$ cat src/rtl/uart_tx_queue_pkg.sv
// uart_tx_queue_pkg
// Shared definitions for the UART transmit queue:
//   UART_TXQ_DEPTH      default queue capacity in bytes
//   UART_TXQ_CW         level counter width for the default depth
//   uart_txq_status_t   status word returned through the MMIO read mux
//   UART_TXQ_*_OFS      MMIO offsets of the TX data, status and flush registers
package uart_tx_queue_pkg;

  localparam int unsigned UART_TXQ_DEPTH = 16;
  localparam int unsigned UART_TXQ_CW    = $clog2(UART_TXQ_DEPTH) + 1;

  localparam logic [7:0] UART_TXQ_DATA_OFS   = 8'h00;
  localparam logic [7:0] UART_TXQ_STATUS_OFS = 8'h04;
  localparam logic [7:0] UART_TXQ_FLUSH_OFS  = 8'h08;

  // Embedded in the UART section of the MMIO register block.
  typedef struct packed {
    logic                   overflow;
    logic                   full;
    logic                   empty;
    logic [UART_TXQ_CW-1:0] level;
  } uart_txq_status_t;

endpackage

$ cat src/rtl/uart_tx_queue.sv
// uart_tx_queue
// Byte queue between the MMIO store path and the uart_tx serializer.
// Ports:
//   clk, rst_n          system clock, synchronous active-low reset
//   wr_en, wr_data      single-cycle push of one byte
//   flush               synchronous clear of contents and overflow flag
//   tx_valid, tx_data   head byte offered to uart_tx
//   tx_ready            uart_tx accepts the head byte
//   level, empty, full  fill status
//   overflow            sticky: a push was dropped while full
module uart_tx_queue
  import uart_tx_queue_pkg::*;
#(
  parameter int unsigned DEPTH = UART_TXQ_DEPTH,
  parameter int unsigned CW    = $clog2(DEPTH) + 1
) (
  input  logic          clk,
  input  logic          rst_n,
  input  logic          wr_en,
  input  logic [7:0]    wr_data,
  input  logic          flush,
  output logic          tx_valid,
  output logic [7:0]    tx_data,
  input  logic          tx_ready,
  output logic [CW-1:0] level,
  output logic          empty,
  output logic          full,
  output logic          overflow
);

  localparam int unsigned AW = $clog2(DEPTH);

  logic [7:0]    mem_q [DEPTH];
  logic [7:0]    mem_d [DEPTH];
  logic [AW-1:0] wp_q, wp_d;
  logic [AW-1:0] rp_q, rp_d;
  logic [CW-1:0] level_q, level_d;
  logic          overflow_q, overflow_d;

  logic push;
  logic pop;

  assign empty    = (level_q == '0);
  assign full     = (level_q == CW'(DEPTH));
  assign level    = level_q;
  assign overflow = overflow_q;
  assign tx_valid = !empty;
  // Read of registered state only, so tx_ready never reaches tx_data.
  assign tx_data  = empty ? 8'h00 : mem_q[rp_q];

  // full/empty are pre-edge values: a push into a full queue is dropped even
  // when a pop frees a slot at the same edge, and a push into an empty queue
  // cannot be popped at the edge that writes it.
  assign push = wr_en && !full && !flush;
  assign pop  = tx_valid && tx_ready && !flush;

  always_comb begin
    mem_d      = mem_q;
    wp_d       = wp_q;
    rp_d       = rp_q;
    level_d    = level_q;
    overflow_d = overflow_q;

    if (flush) begin
      wp_d       = '0;
      rp_d       = '0;
      level_d    = '0;
      overflow_d = 1'b0;
    end else begin
      if (push) begin
        mem_d[wp_q] = wr_data;
        wp_d        = wp_q + AW'(1);
      end
      if (pop) begin
        rp_d = rp_q + AW'(1);
      end
      if (wr_en && full) begin
        overflow_d = 1'b1;
      end
      case ({push, pop})
        2'b10:   level_d = level_q + CW'(1);
        2'b01:   level_d = level_q - CW'(1);
        default: level_d = level_q;
      endcase
    end
  end

  always_ff @(posedge clk) begin
    if (!rst_n) begin
      wp_q       <= '0;
      rp_q       <= '0;
      level_q    <= '0;
      overflow_q <= 1'b0;
    end else begin
      wp_q       <= wp_d;
      rp_q       <= rp_d;
      level_q    <= level_d;
      overflow_q <= overflow_d;
    end
  end

  // Storage is not reset; level gates every read of it.
  always_ff @(posedge clk) begin
    mem_q <= mem_d;
  end

endmodule

$ cat config.mk
export PLATFORM = sky130hd
export DESIGN_NAME = uart_tx_queue
export DESIGN_NICKNAME = d
export VERILOG_FILES = /design/src/rtl/uart_tx_queue_pkg.sv /design/src/rtl/uart_tx_queue.sv
export SDC_FILE = /design/constraint.sdc
export NUM_CORES = 1
export LEC_CHECK = 0
export ABC_AREA = 1
export CORE_AREA = 2 2 102 104
export DETAILED_ROUTE_END_ITERATION = 16
export DIE_AREA = 0 0 104 106
export PLACE_DENSITY = 0.82
export REMOVE_ABC_BUFFERS = 1
export SYNTH_ARGS = -nofsm -noshare
export SYNTH_HDL_FRONTEND = slang
export SYNTH_SLANG_ARGS = --single-unit
$ cat constraint.sdc
create_clock -name clk -period 4 [get_ports clk]
set_clock_uncertainty 0.2 [all_clocks]
set_input_delay 0.8 -clock clk [delete_from_list [all_inputs] [get_ports clk]]
set_output_delay 0.8 -clock clk [all_outputs]
set_load 0.005 [all_outputs]
==> results of run 1 <==
[layout by cell type, fill, tap and decap left out]
cell type and n:
nand2_1 172, edfxtp_1 128, nand3_1 96, clkdlybuf4s50_1 29, nor2_1 22, a21oi_1 21
nand2_2 20, clkbuf_16 16, dfxtp_1 13, inv_1 12, ha_1 9, nand3_2 7
xor2_1 7, inv_2 6, clkbuf_1 6, clkinv_2 4, o21ai_0 3, clkbuf_8 3
bufinv_16 3, buf_4 3, nand4_1 2, buf_12 2, clkinv_1 1, xnor2_1 1
or2_1 1, nand2b_1 1, fa_1 1, clkinvlp_4 1, dfxtp_2 1
[flip-flops by register name, summed over array words and instances, names as in the netlist]
name,count
level,5
mem_q,128
overflow,1
rp_q,4
wp_q,4
[worst reg2reg max path: cells and delay by family, from the launching register on]
| family | cells | cell delay (ns) |
|---|---|---|
| xor+xnor | 1 | 0.13 |
| simple gates | 3 | 0.45 |
| fa+ha+maj | 2 | 0.65 |
| compound gates | 2 | 0.28 |
| flops | 1 | 0.43 |
| buf+inv | 3 | 0.34 |
[power breakdown]
| part | switching, mW | internal (mW) |
|---|---|---|
| Clock | 0.547 | 0.980 |
| Sequential | 0.00517 | 1.62 |
| Combinational | 0.0875 | 0.0558 |
[area by class of cell]
| type | count | area [um^2] |
|---|---|---|
| clock buffer | 25 | 464.2 |
| clock inverter | 7 | 112.6 |
| fill | 684 | 2947 |
| inverter | 20 | 76.32 |
| multi-input combinational | 363 | 1752 |
| sequential | 142 | 4125 |
| tap | 136 | 170.2 |
| timing repair buffer | 34 | 352.8 |
[worst max-delay path by stage]
stage                        from    endpoint
final                     rp_q[1]  tx_data[7]
after global routing      rp_q[1]  tx_data[2]
after CTS                 rp_q[1]  tx_data[7]
after detailed placement    flush    level[3]
after global placement      flush    level[3]
after floorplan           rp_q[0]  tx_data[1]
[layer usage]
metal	vias to the layer above	wire [um]	track usage [%]
met5	-	0	0
met3	27	1409	6.867
met4	0	301	10.52
met2	290	6720	42.20
li1	1950	-	-
met1	1991	5163	35.03
[per-stage QoR]
step           area, um^2  cells  power, mW  hold WS (ns)
4_1_cts              7053    727      3.310        0.3012
3_3_place_gp         6476    695      1.795        0.2621
5_1_grt              7053    727      3.382        0.3203
6_report             7053    727      3.299        0.2891
3_5_place_dp         6476    695      1.801        0.2768
2_1_floorplan        5952    525      1.720        0.2604
[logic make-up (layout without fill, tap and decap cells)]
| kind of cell | count (synthesis) | count (layout) | synth area share (%) |
|---|---|---|---|
| adder cells (fa/ha/maj) | 10 | 10 | 2.156 |
| XOR/XNOR | 8 | 8 | 1.139 |
| buffers and inverters | 47 | 86 | 4.475 |
| AO/OA/AOI/OAI | 24 | 24 | 1.953 |
| flip-flops | 142 | 142 | 67.05 |
| AND/OR/NAND/NOR | 321 | 321 | 23.23 |
[cell usage after synthesis]
cell type / number / area (um^2)
nand2_1: 172 / 645.6
edfxtp_1: 128 / 3844
nand3_1: 96 / 480.5
nor2_1: 22 / 82.58
a21oi_1: 21 / 105.1
nand2_2: 20 / 125.1
dfxtp_1: 14 / 280.3
buf_2: 13 / 65.06
inv_1: 12 / 45.04
ha_1: 9 / 112.6
nand3_2: 7 / 70.07
xor2_1: 7 / 61.31
inv_2: 6 / 22.52
buf_4: 4 / 30.03
clkbuf_1: 4 / 15.01
buf_6: 3 / 33.78
o21ai_0: 3 / 15.01
buf_12: 2 / 40.04
nand4_1: 2 / 12.51
buf_8: 1 / 15.01
clkinv_1: 1 / 3.750
clkinv_2: 1 / 5.000
fa_1: 1 / 20.02
nand2b_1: 1 / 6.260
or2_1: 1 / 6.260
xnor2_1: 1 / 8.760
==> flow_metrics.py, run 1 <==
metrics = {
    "run_status": {
        "status": "completed",
    },
    "clock_network": {
        "clk_pin_slew_ns": 0.06,
        "cts_htree_levels": 4,
        "cts_hold_repair.buffers": 0,
        "insertion_delay_ns": 0.53,
        "cts_tree": "yes",
        "post_cts.resized_instances": 0,
        "buffer_type_at_the_clock_tree_root": "clkbuf_8",
        "postCtsSetupBuffers": 0,
        "ctsLongestPathBuffers": 2,
        "cts_num_sinks": 142,
        "number_of_buffers_created_by_cts": 17,
    },
    "finish": {
        "num-nets-final": 601,
        "final_core_util_pct": 70.53,
        "syn2layout_area_growth_pct": 14.67,
        "drive_gt1_share_pct": 11.17,
        "antenna_cells": 0,
    },
    "worst_setup_path": {
        "cp_slowest_stage_delay_ns": 0.54,
        "critPathLaunchType": "flip-flop",
        "critical_path_class": "reg -> out",
        "timing.reg2reg.setup_slack_ns": 1.40,
        "worst-path-buf-inv": 3,
        "timing.critical_path.slowest_stage_cell": "clkdlybuf4s50_1",
        "critPathCaptureType": "primary output",
        "critical_path.reg2reg.endpoint": "level[3]",
        "timing.reg2reg.worst_path_depth": 11,
        "crit_arrival_ns": 2.72,
        "crit-reg2reg-launch": "level[1]",
        "crit_path_max_fanout": 32,
        "cp.depth": 8,
        "crit_required_ns": 3.00,
        "worstPathCellList": "buf_4 -> inv_2 -> nand3_1 -> nand3_1 -> nand2_1 -> nand2_1 -> a21oi_1 -> clkdlybuf4s50_1",
        "cpLargestDelayFamily": "buffers and inverters",
    },
    "place": {
        "worst_slack_after_detailed_placement_ns": 0.8470,
        "dp.final_hpwl_um": 8118,
        "number_of_buffers_inserted_by_port_buffering": 29,
        "gp_routability_congestion": 0.8006,
    },
    "yosys": {
        "yosysUniqueCellTypes": 26,
        "synth-warning-count": 0,
        "synth.yosys.seq_area_share_pct": 67.05,
        "post_synthesis_instance_total": 552,
        "avgSynthCellArea_um2": 11.14,
        "synth_area_um2": 6151,
        "ys_ff_latch": 142,
    },
    "power_and_ir_drop": {
        "p_per_area_nw_per_um2": 467.8,
        "irDropWorstVdd_mv": 0.3532,
        "pleak_nw": 2.589,
    },
    "sta": {
        "grt_setup_unrepaired": "false",
        "setup_violations": 0,
        "hold_viol": 0,
        "max_slew_margin_pct": 35.77,
        "final.setup.tns_ns": 0,
        "layout_min_cycle_time_ns": 3.719,
        "worstMarginPinSlew_ns": 0.9599,
        "worst_slack_ns": 0.2807,
        "report.final.slew_viol_count": 0,
        "maxClockFrequency_mhz": 268.9,
        "post-route-period-util_pct": 92.98,
    },
    "detailed_routing": {
        "drc": 0,
        "route.vias.total": 4258,
        "drt_first_pass_iters": 6,
        "detail_route.vias_per_cell": 5.857,
        "final_routed_wire_length_divided_by_cell_count_um": 18.70,
        "postRouteAntennaNets": 0,
        "drt_iter0_drc": 530,
        "final_routed_wirelength_across_all_metal_layers_um": 13590,
    },
    "min_path": {
        "min_path_type": "reg -> reg",
        "hold_path.startpoint": "overflow",
        "whs_path_depth": 2,
        "worstHoldEndpoint": "overflow",
    },
    "floorplan": {
        "design.portCount": 30,
        "die_width_um": 104,
        "dieArea_um2": 11020,
        "floorplan.rows": 37,
        "initial_utilization_pct": 61.51,
        "fp.dieH_um": 106,
        "design.core.area_um2": 10000,
    },
    "grt": {
        "largest_net_degree_at_the_start_of_global_routing": 68,
        "global_route_wire_length_before_repair_um": 21680,
        "grt.overflow.total": 0,
        "grt_antenna_before_repair": 0,
        "gr-usage-all-layers_pct": 26.41,
        "grt_pass1_vias": 4088,
    },
    "job": {
        "cap_violations": 0,
    },
}
(Power assumes the default switching activity.)
==> run 2: changes to the inputs <==
--- a/config.mk
+++ b/config.mk
@@ -9,7 +9,7 @@
 export CORE_AREA = 2 2 102 104
 export DETAILED_ROUTE_END_ITERATION = 16
 export DIE_AREA = 0 0 104 106
-export PLACE_DENSITY = 0.82
+export PLACE_DENSITY = 0.88
 export REMOVE_ABC_BUFFERS = 1
 export SYNTH_ARGS = -nofsm -noshare
 export SYNTH_HDL_FRONTEND = slang
==> run 2 against run 1 <==
Against the previous run:
- sequential power about the same
- first-iteration DRC count down 1.3%
- via count up 2.6%
- highest routed layer unchanged
- wire length grew 4.4%
==> flow_metrics.py, run 2 (synthesis gave the netlist of run 1 again) <==
metrics = {
    "worst_setup_path": {
        "crit_required_ns": 3.00,
        "timing.reg2reg.setup_slack_ns": 1.41,
        "crit_arrival_ns": 2.77,
        "timing.critical_path.from": "rp_q[0]",
        "timing.reg2reg.worst_path_depth": 11,
        "timing_endpoint_of_the_critical_path": "tx_data[7]",
        "critPathCaptureType": "primary output",
        "critical_path.reg2reg.endpoint": "level[3]",
        "crit-reg2reg-launch": "level[0]",
        "crit_path_max_fanout": 22,
        "critPathLaunchType": "flip-flop",
        "critical_path_class": "reg -> out",
    },
    "power_and_ir_drop": {
        "clock_power_share_pct": 46.7,
        "switchingPower_mw": 0.6770,
        "p_per_area_nw_per_um2": 469.8,
        "sw_frac_of_total_pct": 20.37,
        "sequential_fraction_of_design_power_pct": 49.0,
        "comb_power_share_pct": 4.3,
        "irDropWorstVdd_mv": 0.3183,
        "power.total_mw": 3.323,
        "internal_power_mw": 2.646,
        "pleak_nw": 2.599,
    },
    "clock_network": {
        "number_of_buffers_created_by_cts": 17,
        "postCtsSetupBuffers": 0,
        "buffer_type_at_the_clock_tree_root": "clkbuf_8",
        "post_cts.resized_instances": 0,
        "clk_pin_slew_ns": 0.06,
        "ctsLongestPathBuffers": 2,
        "cts_hold_repair.buffers": 0,
        "cts_htree_levels": 4,
        "cts_num_sinks": 142,
        "cts_tree": "yes",
        "insertion_delay_ns": 0.55,
    },
    "floorplan": {
        "initial_utilization_pct": 61.51,
        "design.portCount": 30,
        "fp.dieH_um": 106,
        "floorplan.rows": 37,
        "die_width_um": 104,
        "dieArea_um2": 11020,
        "design.core.area_um2": 10000,
    },
    "run_status": {
        "status": "completed",
    },
    "grt": {
        "largest_net_degree_at_the_start_of_global_routing": 45,
        "grt_antenna_before_repair": 0,
        "gr-usage-all-layers_pct": 27.12,
        "grt_pass1_vias": 4243,
        "global_route_wire_length_before_repair_um": 22180,
        "grt.overflow.total": 0,
    },
    "finish": {
        "drive_gt1_share_pct": 12.29,
        "most-common-layout-cells": "nand2_1, edfxtp_1, nand3_1",
        "antenna_cells": 0,
        "largest_register_ff_count": 128,
        "num-nets-final": 604,
        "syn2layout_area_growth_pct": 14.99,
        "layout.cells.most_common": "nand2_1",
        "max_flop_register": "mem_q",
    },
    "sta": {
        "maxClockFrequency_mhz": 265.6,
        "hold_viol": 0,
        "final.setup.tns_ns": 0,
        "setup_violations": 0,
        "report.final.slew_viol_count": 0,
        "grt_setup_unrepaired": "false",
        "layout_min_cycle_time_ns": 3.765,
        "worstMarginPinSlew_ns": 0.9453,
        "post-route-period-util_pct": 94.13,
        "hold_worst_slack_ns": 0.3111,
        "max_slew_margin_pct": 36.75,
    },
    "detailed_routing": {
        "postRouteAntennaNets": 0,
        "route.vias.total": 4370,
        "detail_route.vias_per_cell": 5.986,
        "final_routed_wire_length_divided_by_cell_count_um": 19.45,
        "drt_iter0_drc": 523,
        "drc": 0,
        "drt_first_pass_iters": 5,
        "final_routed_wirelength_across_all_metal_layers_um": 14200,
    },
    "job": {
        "cap_violations": 0,
    },
    "place": {
        "number_of_buffers_inserted_by_port_buffering": 29,
        "gp_routability_congestion": 0.8545,
        "dp.final_hpwl_um": 8386,
    },
    "min_path": {
        "min_path_type": "reg -> reg",
    },
}
==> run 2: cell type report <==
type | instances | area [um^2]
Clock buffer | 24 | 524.3
Clock inverter | 8 | 75.07
Fill cell | 636 | 2927
Inverter | 20 | 76.32
Multi-Input combinational cell | 363 | 1752
Sequential cell | 142 | 4125
Tap cell | 136 | 170.2
Timing Repair Buffer | 37 | 350.3
==> run 2: per-layer routing <==
layer  global-route usage (%)  part of all wire (%)  wire length (um)  vias to the layer above
met1                    34.59                    37              5215                     2036
met3                    6.683                    10              1452                       53
met5                        0                     0                 0                        -
met2                    44.88                    50              7114                      318
li1                         -                     -                 -                     1963
met4                    11.29                   2.9               416                        0
==> run 2: worst min path at each step <==
stage                     startpoint        to  cells past startpoint  slack (ns)
after floorplan             overflow  overflow                      2        0.26
final                       overflow  overflow                      2        0.31
after global routing        overflow  overflow                      2        0.33
after detailed placement    overflow  overflow                      2        0.29
after global placement      overflow  overflow                      2        0.26
after CTS                   overflow  overflow                      2        0.31
==> run 2: metrics by stage <==
stage / std cells / util, % / worst slack [ns] / instance area, um^2
final: 730 / 70.73 / 0.2347 / 7073
after global routing: 730 / 70.73 / 0.1804 / 7073
after CTS: 730 / 70.73 / 0.2770 / 7073
after detailed placement: 698 / 64.74 / 0.8323 / 6474
after global placement: 698 / 64.74 / 0.9846 / 6474
after floorplan: 525 / - / 0.02661 / 5952
==> run 2: critical path: stages, from the launching register on <==
cell and delay, ns:
dfxtp_2 0.34, inv_2 0.32, buf_4 0.28, nand2_1 0.10
nand3_1 0.11, nand3_1 0.10, nand2_1 0.12, nand2_1 0.08
a21oi_1 0.22, clkdlybuf4s50_1 0.54
==> run 2: power groups by stage <==
stage	Sequential, mW	Combinational, mW	Clock, mW
floorplan	1.66	0.0576	0
global placement	1.66	0.133	0
detailed placement	1.66	0.139	0
CTS	1.63	0.142	1.55
global route	1.63	0.156	1.61
finish	1.63	0.143	1.55
==> run 3: changes to the inputs <==
--- a/config.mk
+++ b/config.mk
@@ -6,10 +6,10 @@
 export NUM_CORES = 1
 export LEC_CHECK = 0
 export ABC_AREA = 1
-export CORE_AREA = 2 2 102 104
+export CORE_AREA = 2 2 105 107
 export DETAILED_ROUTE_END_ITERATION = 16
-export DIE_AREA = 0 0 104 106
-export PLACE_DENSITY = 0.88
+export DIE_AREA = 0 0 107 109
+export PLACE_DENSITY = 0.84
 export REMOVE_ABC_BUFFERS = 1
 export SYNTH_ARGS = -nofsm -noshare
 export SYNTH_HDL_FRONTEND = slang
==> constraint.sdc (replaced) <==
create_clock -name clk -period 4.05 [get_ports clk]
set_clock_uncertainty 0.2 [all_clocks]
set_input_delay 0.81 -clock clk [delete_from_list [all_inputs] [get_ports clk]]
set_output_delay 0.81 -clock clk [all_outputs]
set_load 0.005 [all_outputs]
==> run 3 against run 2 <==
Against the previous run:
- final cell count rose by 0.55%
- via count is 2.4% lower
- core utilization decreased by 4.5 points
- power decreased by 5.4%
- clock-buffer cell count fell by 6
- critical path type unchanged
- largest cell class unchanged
==> flow_metrics.py, run 3 (synthesis gave the netlist of run 1 again) <==
metrics = {
    "power_and_ir_drop": {
        "irDropWorstVdd_mv": 0.2800,
        "pleak_nw": 2.556,
        "p_per_area_nw_per_um2": 448.0,
    },
    "grt": {
        "gr-usage-all-layers_pct": 24.89,
        "grt_pass1_vias": 4262,
        "grt_antenna_before_repair": 0,
        "grt.overflow.total": 0,
        "global_route_wire_length_before_repair_um": 21310,
        "largest_net_degree_at_the_start_of_global_routing": 34,
    },
    "finish": {
        "filler_cell_count": 734,
        "num-nets-final": 604,
        "drive_gt1_share_pct": 12.46,
        "antenna_cells": 0,
        "max_flop_register": "mem_q",
        "most-common-layout-cells": "nand2_1, edfxtp_1, nand3_1",
        "layout.cells.most_common": "nand2_1",
        "syn2layout_area_growth_pct": 14.12,
        "largest_register_ff_count": 128,
    },
    "sta": {
        "report.final.slew_viol_count": 0,
        "final.setup.tns_ns": 0,
        "worstMarginPinSlew_ns": 0.9545,
        "post-route-period-util_pct": 92.83,
        "maxClockFrequency_mhz": 266.0,
        "layout_min_cycle_time_ns": 3.760,
        "setup_violations": 0,
        "hold_worst_slack_ns": 0.2895,
        "hold_viol": 0,
        "grt_setup_unrepaired": "false",
        "max_slew_margin_pct": 36.13,
    },
    "floorplan": {
        "die_width_um": 107,
        "fp.dieH_um": 109,
        "design.portCount": 30,
        "design.core.area_um2": 10600,
        "floorplan.rows": 38,
        "dieArea_um2": 11660,
        "initial_utilization_pct": 58.01,
    },
    "detailed_routing": {
        "top_layer": "met4",
        "route.vias.total": 4264,
        "postRouteAntennaNets": 0,
        "drc": 0,
        "wire_length_on_met2_um": 6659,
        "wirelength_met1_um": 5237,
        "final_routed_wirelength_across_all_metal_layers_um": 13400,
        "final_routed_wire_length_divided_by_cell_count_um": 18.25,
        "met3WireLength_um": 1193,
        "drt_iter0_drc": 355,
        "drt_first_pass_iters": 5,
        "detail_route.vias_per_cell": 5.809,
    },
    "worst_setup_path": {
        "worst-path-buf-inv": 3,
        "crit_path_max_fanout": 32,
        "worstPathCellList": "buf_4 -> inv_2 -> nand3_1 -> nand3_1 -> nand2_1 -> nand2_1 -> a21oi_1 -> clkdlybuf4s50_1",
        "cp_slowest_stage_delay_ns": 0.54,
        "crit-reg2reg-launch": "level[0]",
        "timing.reg2reg.worst_path_depth": 11,
        "cpLargestDelayFamily": "buffers and inverters",
        "crit_required_ns": 3.04,
        "crit_arrival_ns": 2.75,
        "timing.critical_path.slowest_stage_cell": "clkdlybuf4s50_1",
        "critPathLaunchType": "flip-flop",
        "critical_path.reg2reg.endpoint": "level[3]",
        "critical_path_class": "reg -> out",
        "timing.reg2reg.setup_slack_ns": 1.46,
        "critPathCaptureType": "primary output",
    },
    "clock_network": {
        "cts_tree": "yes",
        "buffer_type_at_the_clock_tree_root": "clkbuf_8",
        "clk_pin_slew_ns": 0.06,
        "cts_hold_repair.buffers": 0,
        "number_of_buffers_created_by_cts": 17,
        "postCtsSetupBuffers": 0,
        "ctsLongestPathBuffers": 2,
        "post_cts.resized_instances": 0,
        "cts_num_sinks": 142,
        "cts_htree_levels": 4,
        "insertion_delay_ns": 0.53,
    },
    "min_path": {
        "min_path_type": "reg -> reg",
        "worstHoldEndpoint": "overflow",
        "hold_path.startpoint": "overflow",
        "whs_path_depth": 2,
    },
    "place": {
        "gp_routability_congestion": 0.8186,
        "number_of_buffers_inserted_by_port_buffering": 29,
        "dp.final_hpwl_um": 8160,
    },
    "job": {
        "cap_violations": 0,
    },
    "run_status": {
        "status": "completed",
    },
}
==> run 3: changes by cell type in the layout (fill, tap and decap cells not counted) <==
cell	delta
clkbuf_8	-2
clkinv_4	+2
clkbuf_16	-3
clkinvlp_4	+4
clkbuf_1	-1
==> run 3: final cells by class <==
cell class                      instances  area (um^2)  area share, %
Inverter                               20        76.32          1.087
Clock buffer                           18        417.9          5.954
Tap cell                              140        175.2          2.496
Sequential cell                       142         4125          58.77
Timing Repair Buffer                   37        350.3          4.991
Multi-Input combinational cell        363         1752          24.96
Clock inverter                         14        122.6          1.747
==> run 3: worst max path at each step <==
stage	cells after the start	endpoint	slack (ns)	start
2_1_floorplan	7	tx_data[1]	0.07	rp_q[0]
3_3_place_gp	11	level[3]	0.95	flush
3_5_place_dp	11	level[3]	0.87	flush
4_1_cts	8	tx_data[6]	0.31	rp_q[1]
5_1_grt	8	tx_data[6]	0.16	rp_q[1]
6_report	8	tx_data[6]	0.29	rp_q[1]
==> run 3: routing by layer <==
metal	GRT usage, %	up-vias
met5	0	-
met4	12.06	0
met3	7.531	35
met2	40.95	245
met1	30.24	2034
li1	-	1950
==> run 3: worst min-delay path: stages, from the launching register on <==
cell,delay [ns]
dfxtp_1,0.33
a21oi_1,0.04
nor2_1,0.08
==> run 3: report_power, final <==
group          switching (mW)  internal [mW]  total, mW
clock network           0.588          0.809       1.40
logic                  0.0831         0.0549      0.138
registers             0.00634           1.60       1.61
total                   0.677           2.47       3.14
==> run 3: per-stage QoR <==
stage | cell area, um^2 | total power [mW] | setup WS (ns) | util (%) | instances
floorplan | 5952 | 1.699 | 0.06661 | - | 525
global placement | 6479 | 1.770 | 0.9515 | 61.10 | 702
detailed placement | 6479 | 1.776 | 0.8715 | 61.10 | 702
CTS | 7019 | 3.150 | 0.3077 | 66.20 | 734
global route | 7019 | 3.219 | 0.1619 | 66.20 | 734
finish | 7019 | 3.145 | 0.2902 | 66.20 | 734
